===== config.mk =====
export PLATFORM = sky130hd
export DESIGN_NAME = lpc_reg_arbiter
export DESIGN_NICKNAME = d
export VERILOG_FILES = /design/src/rtl/lpc_reg_pkg.sv /design/src/rtl/lpc_reg_arbiter.sv
export SDC_FILE = /design/constraint.sdc
export NUM_CORES = 1
export LEC_CHECK = 0
export ABC_AREA = 1
export BUFFER_PORTS_ARGS = -buffer_cell sky130_fd_sc_hd__buf_4
export CORE_MARGIN = 2
export CORE_UTILIZATION = 43
export DETAILED_ROUTE_END_ITERATION = 7
export PLACE_DENSITY = 0.75
export SYNTH_ARGS = -nofsm -noshare
export SYNTH_HDL_FRONTEND = slang
export SYNTH_SLANG_ARGS = --single-unit

===== constraint.sdc =====
create_clock -name LpcClock -period 1.5 [get_ports LpcClock]
set_clock_uncertainty 0.15 [all_clocks]
set_input_delay 0 -clock LpcClock [delete_from_list [all_inputs] [get_ports LpcClock]]
set_output_delay 0 -clock LpcClock [all_outputs]
set_load 0.005 [all_outputs]

===== src/rtl/lpc_reg_pkg.sv =====
// Shared types and defaults for the LPC register-file access arbiter.
// The defaults are used by lpc_reg_arbiter when no parameter override is given.
package lpc_reg_pkg;

    typedef enum logic [1:0] {
        IDLE   = 2'd0,
        GRANT  = 2'd1,
        ACCESS = 2'd2,
        ACK    = 2'd3
    } lpc_arb_state_t;

    typedef enum logic {
        REQ_HOST = 1'b0,
        REQ_AUX  = 1'b1
    } lpc_req_id_t;

    localparam logic [7:0]  LPC_REG_ADDR_MAX = 8'h1F;
    localparam logic [7:0]  LPC_OOR_RDATA    = 8'hFF;
    localparam int unsigned LPC_STARVE_LIMIT = 4;

    // Counter never wraps: it sticks at its all-ones value.
    function automatic logic [3:0] sat_inc4(input logic [3:0] v);
        return (v == 4'hF) ? v : v + 4'd1;
    endfunction

endpackage


===== src/rtl/lpc_reg_arbiter.sv =====
// Two-requester (Host priority, Aux starvation-protected) arbiter for the
// single-port LPC register file bus; one strobe per transaction, 4 cycles each.
module lpc_reg_arbiter
    import lpc_reg_pkg::*;
#(
    parameter logic [7:0]  ADDR_MAX     = LPC_REG_ADDR_MAX,
    parameter int unsigned STARVE_LIMIT = LPC_STARVE_LIMIT,
    parameter logic [7:0]  OOR_RDATA    = LPC_OOR_RDATA
) (
    input  logic       LpcClock,
    input  logic       PciReset,
    input  logic       HostReq,
    input  logic       HostWr,
    input  logic [7:0] HostAddr,
    input  logic [7:0] HostWrData,
    output logic       HostAck,
    output logic [7:0] HostRdData,
    input  logic       AuxReq,
    input  logic       AuxWr,
    input  logic [7:0] AuxAddr,
    input  logic [7:0] AuxWrData,
    output logic       AuxAck,
    output logic [7:0] AuxRdData,
    output logic [7:0] Addr,
    output logic       Wr,
    output logic       Rd,
    output logic [7:0] DataWrSW,
    input  logic [7:0] DataRd,
    output logic       Busy
);

    localparam logic [3:0] STARVE_LIM = STARVE_LIMIT[3:0];

    lpc_arb_state_t state_q, state_d;
    lpc_req_id_t    winner_q, winner_d;
    logic [3:0]     starve_cnt_q, starve_cnt_d;
    logic           wr_q, wr_d;
    logic           oor_q, oor_d;
    logic [7:0]     addr_q, addr_d;
    logic [7:0]     wdata_q, wdata_d;
    logic           wr_strobe_q, wr_strobe_d;
    logic           rd_strobe_q, rd_strobe_d;
    logic           host_ack_q, host_ack_d;
    logic           aux_ack_q, aux_ack_d;
    logic [7:0]     host_rdata_q, host_rdata_d;
    logic [7:0]     aux_rdata_q, aux_rdata_d;
    logic           busy_q, busy_d;

    logic           any_req;
    logic           host_wins;
    logic [7:0]     read_value;

    assign any_req   = HostReq | AuxReq;
    // Host keeps priority until it has taken STARVE_LIMIT grants in a row over a waiting Aux.
    assign host_wins = HostReq & (~AuxReq | (starve_cnt_q != STARVE_LIM));

    assign read_value = oor_q ? OOR_RDATA : DataRd;

    // State register
    always_ff @(posedge LpcClock or posedge PciReset) begin
        if (PciReset) begin
            state_q <= IDLE;
        end else begin
            state_q <= state_d;
        end
    end

    // Next-state logic
    always_comb begin
        state_d = state_q;
        case (state_q)
            IDLE:    if (any_req) state_d = GRANT;
            GRANT:   state_d = ACCESS;
            ACCESS:  state_d = ACK;
            ACK:     state_d = IDLE;
            default: state_d = IDLE;
        endcase
    end

    // Output and datapath logic
    always_comb begin
        winner_d     = winner_q;
        wr_d         = wr_q;
        oor_d        = oor_q;
        addr_d       = addr_q;
        wdata_d      = wdata_q;
        wr_strobe_d  = 1'b0;
        rd_strobe_d  = 1'b0;
        host_ack_d   = 1'b0;
        aux_ack_d    = 1'b0;
        host_rdata_d = host_rdata_q;
        aux_rdata_d  = aux_rdata_q;
        busy_d       = (state_d != IDLE);
        starve_cnt_d = starve_cnt_q;

        if (!AuxReq) begin
            starve_cnt_d = 4'd0;
        end else if (state_q == IDLE) begin
            starve_cnt_d = host_wins ? sat_inc4(starve_cnt_q) : 4'd0;
        end

        case (state_q)
            IDLE: begin
                if (any_req) begin
                    winner_d = host_wins ? REQ_HOST : REQ_AUX;
                    wr_d     = host_wins ? HostWr     : AuxWr;
                    addr_d   = host_wins ? HostAddr   : AuxAddr;
                    wdata_d  = host_wins ? HostWrData : AuxWrData;
                    oor_d    = (host_wins ? HostAddr : AuxAddr) > ADDR_MAX;
                end
            end
            GRANT: begin
                // Out-of-range accesses never reach the register file.
                wr_strobe_d = wr_q & ~oor_q;
                rd_strobe_d = ~wr_q & ~oor_q;
            end
            ACCESS: begin
                // DataRd is sampled here, before the read side effect lands.
                if (winner_q == REQ_HOST) begin
                    host_ack_d = 1'b1;
                    if (!wr_q) host_rdata_d = read_value;
                end else begin
                    aux_ack_d = 1'b1;
                    if (!wr_q) aux_rdata_d = read_value;
                end
            end
            default: ;
        endcase
    end

    always_ff @(posedge LpcClock or posedge PciReset) begin
        if (PciReset) begin
            winner_q     <= REQ_HOST;
            starve_cnt_q <= 4'd0;
            wr_q         <= 1'b0;
            oor_q        <= 1'b0;
            addr_q       <= 8'h00;
            wdata_q      <= 8'h00;
            wr_strobe_q  <= 1'b0;
            rd_strobe_q  <= 1'b0;
            host_ack_q   <= 1'b0;
            aux_ack_q    <= 1'b0;
            host_rdata_q <= 8'h00;
            aux_rdata_q  <= 8'h00;
            busy_q       <= 1'b0;
        end else begin
            winner_q     <= winner_d;
            starve_cnt_q <= starve_cnt_d;
            wr_q         <= wr_d;
            oor_q        <= oor_d;
            addr_q       <= addr_d;
            wdata_q      <= wdata_d;
            wr_strobe_q  <= wr_strobe_d;
            rd_strobe_q  <= rd_strobe_d;
            host_ack_q   <= host_ack_d;
            aux_ack_q    <= aux_ack_d;
            host_rdata_q <= host_rdata_d;
            aux_rdata_q  <= aux_rdata_d;
            busy_q       <= busy_d;
        end
    end

    assign HostAck    = host_ack_q;
    assign HostRdData = host_rdata_q;
    assign AuxAck     = aux_ack_q;
    assign AuxRdData  = aux_rdata_q;
    assign Addr       = addr_q;
    assign Wr         = wr_strobe_q;
    assign Rd         = rd_strobe_q;
    assign DataWrSW   = wdata_q;
    assign Busy       = busy_q;

endmodule


==> metrics.md <==
| Metric | Value |
|---|---|
| RePlAce Congestion | 0.7753 |
| Layout cells sized above 1 | 51.42% |
| Post-synth EDFFs | 0 |
| Final WL | 6.335 mm |
| Number of global-route vias before repair | 2,148 |
| CTS root buf | clkbuf_8 |
| Inserted Clock Buffers | 5 |
| Die height | 73.84 um |
| WS Path Type | flip-flop to flip-flop |
| Io pins | 83 |
| Die W | 73.84 um |
| Area of the multi-input gates | 0.001044 mm^2 |
| Fin area | 0.003755 mm^2 |
| Mean post-synth cell area | 10.38 um^2 |
| Die area | 0.005452 mm^2 |
| Final setup fails | 20 |
| WP data required | 1520 ps |
| Worst Tran Pin Value | 451.6 ps |
| Total gr overflow | 0 |
| Placed inst area | 0.002879 mm^2 |
| Cells after Synth | 202 |
| Post-Syn Area | 0.002097 mm^2 |
| CTS tree | built |
| Register area | 0.001151 mm^2 |
| HP Class | input pin to flip-flop |
| Worst Setup Slack, final | -47.98 ps |
| Synth Warn # | 0 |
| GRT Resource Usage Total | 24.05% |
| # Max-Cap Violations | 0 |
| Row count | 25 |
| Diodes inserted | 0 |
| Fill count | 269 |
| Slew Limit Fails | 0 |
| # nets final | 404 |
| Period utilization | 103.2% |
| Via density | 4.897 |
| H-tree lvl count | 2 |
| Crit path DAT | 1570 ps |
| Initial antenna violation count | 0 |
| Dpl cells | 360 |
| Peak supply drop | 789.2 uV |
| Seq/Total Area, Yosys | 54.89% |
| Max clock buf depth | 2 |
| Critical Path End Type | flip-flop |
| Peak Freq | 0.6460 GHz |
| DRC viols | 0 |
| Initial core utilization | 44.40% |
| # clock sinks | 46 |
| Failing checks | setup timing |
| Core area | 0.004723 mm^2 |
| Finished Layout Cells | 419 |
| Minimum clock period | 1548 ps |
| Post-synth ARST share | 100.0% |
| DR vias | 2,052 |
| Top FF cell, synth | dfrtp_1 |
| PwrDens | 1444 mW/mm^2 |
| Status | complete, but fails checks |
| Iteration-0 DRC Markers | 126 |
| Largest net degree at the start of global routing | 27 |
| Worst-path clk slew | 80 ps |
| Synth Register Bits | 46 |
| Syn nets | 253 |
| Area Overhead vs Synth | 79.06% |
| RSZ-0062 raised after global routing | true |
| Port bufs | 82 |
| DP HPWL | 3.636 mm |
| First-pass DRT Iterations | 4 |
| First-pass GRT wire length | 9.970 mm |
| Final ANT Viol Nets | 0 |
| CP Max Fanout | 8 |
| Final hold violation count | 0 |
| Clock Latency Late Sink | 290 ps |
| Static Leakage | 1.722 nW |
| Drt wl/cell | 15.12 um |
| CP Launch Type | flip-flop |
| Post-synthesis cell type count | 29 |
| Relative slew slack | 69.85% |
## critical path: stages (launching register included)
cell	delay [ps]
dfrtp_1	390
inv_2	80
ha_4	160
inv_4	40
nor3_4	150
buf_12	170
mux2_4	300
## cells in the mapped netlist (all sizes together) (3+ instances only)
| master | number | share of area, % |
|---|---|---|
| dfrtp | 46 | 55 |
| nand2 | 30 | 5.8 |
| a21oi | 28 | 7.0 |
| nor2 | 20 | 3.7 |
| inv | 16 | 3.1 |
| mux2 | 16 | 8.6 |
| or2 | 9 | 2.7 |
| buf | 6 | 3.0 |
| o21ai | 6 | 1.4 |
| ha | 5 | 3.0 |
| nand3 | 5 | 1.2 |
| nand4 | 4 | 1.2 |
| nor3 | 3 | 1.3 |
## per-stage QoR
step / setup WS (ps) / TNS (ps) / util, % / hold slack (ps) / total power, W
3_3_place_gp: -78.36 / -1044 / 60.95 / -116.8 / 0.003993
4_1_cts: -71.82 / -1152 / 75.97 / 18.65 / 0.005162
6_report: -47.98 / -528.8 / 79.50 / 37.30 / 0.005424
2_1_floorplan: -74.33 / -594.6 / - / -9.882 / 0.003048
3_5_place_dp: -134.2 / -2139 / 60.95 / -112.7 / 0.004067
5_1_grt: -104.4 / -2363 / 79.50 / 55.21 / 0.005778
## final timing paths
kind	startpoint	end	slack, ps	cells past startpoint
hold reg to reg	Addr[5]	Addr[5]	360	1
setup reg to reg	state_q[0]	HostRdData[2]	-50	6
max in group asynchronous	PciReset	starve_cnt_q[3]	580	4
hold / removal	HostAddr[6]	oor_q	40	7
setup / recovery	state_q[0]	HostRdData[2]	-50	6
min in group asynchronous	PciReset	AuxRdData[0]	140	3
## cell usage in the layout, fill, tap and decap left out, types with 2 or more instances in the layout
| cell | Yosys | final |
|---|---|---|
| buf_4 | 1 | 95 |
| nand2_2 | 1 | 6 |
| o21ai_1 | 3 | 4 |
| mux2_4 | 0 | 16 |
| ha_2 | 0 | 2 |
| nand2_1 | 28 | 20 |
| a21oi_4 | 0 | 2 |
| dlygate4sd3_1 | 0 | 44 |
| nor2_1 | 19 | 19 |
| inv_2 | 0 | 5 |
| dfrtp_1 | 46 | 46 |
| buf_8 | 0 | 2 |
| buf_12 | 0 | 2 |
| a21oi_1 | 26 | 11 |
| or2_2 | 8 | 8 |
| inv_1 | 14 | 8 |
| nand2_4 | 1 | 3 |
| o21ai_0 | 3 | 2 |
| buf_6 | 5 | 7 |
| nand4_1 | 4 | 4 |
| nor3_1 | 2 | 2 |
| ha_4 | 0 | 2 |
| nand3_1 | 5 | 4 |
| clkbuf_8 | 0 | 6 |
| a21oi_2 | 2 | 15 |
## flip-flops by register name (all words and copies together), names as in the netlist
name	cells
Addr	8
winner_q	1
AuxAck	1
Wr	1
Busy	1
HostAck	1
DataWrSW	8
HostRdData	8
wr_q	1
starve_cnt_q	4
oor_q	1
Rd	1
state_q	2
AuxRdData	8
## power by group
group | internal, W | switching (W)
Sequential | 0.00170 | 0.000356
Combinational | 0.00149 | 0.00114
Clock | 0.000356 | 0.000377
Total | 0.00355 | 0.00187
## kinds of logic after synthesis
family	synth area share (%)
AND/OR/NAND/NOR	16.23
XOR/XNOR	0.8355
AO/OA/AOI/OAI	10.14
flip-flops	54.89
adder cells (fa/ha/maj)	2.983
multiplexers	8.592
buffers and inverters	6.324
## repair_timing
action,4_1_cts,5_1_grt
pin swaps,6,11
gates resized for setup,43,39
cloned,2,0
setup endpoints to repair,35,40
hold buffers,44,0
setup buffers,4,3
hold endpoints to repair,84,0
## area by class of cell
cell class              instances  share of cell area [%]
inverters                      16                   2.199
clock buffers                   6                   2.199
repair inverters                1                  0.2333
multi-input cells             133                   27.79
well taps                      67                   2.233
flip-flops and latches         46                   30.66
repair buffers                150                   34.69
## metal layers
layer / part of all wire (%) / track usage (%) / vias to the layer above
met2: 52 / 42.76 / 95
li1: - / - / 964
met1: 39 / 27.22 / 977
met4: 2.3 / 8.889 / 0
met3: 6.9 / 6.859 / 16
met5: 0 / 0 / -
No activity file was read; power rests on OpenSTA's default activity.
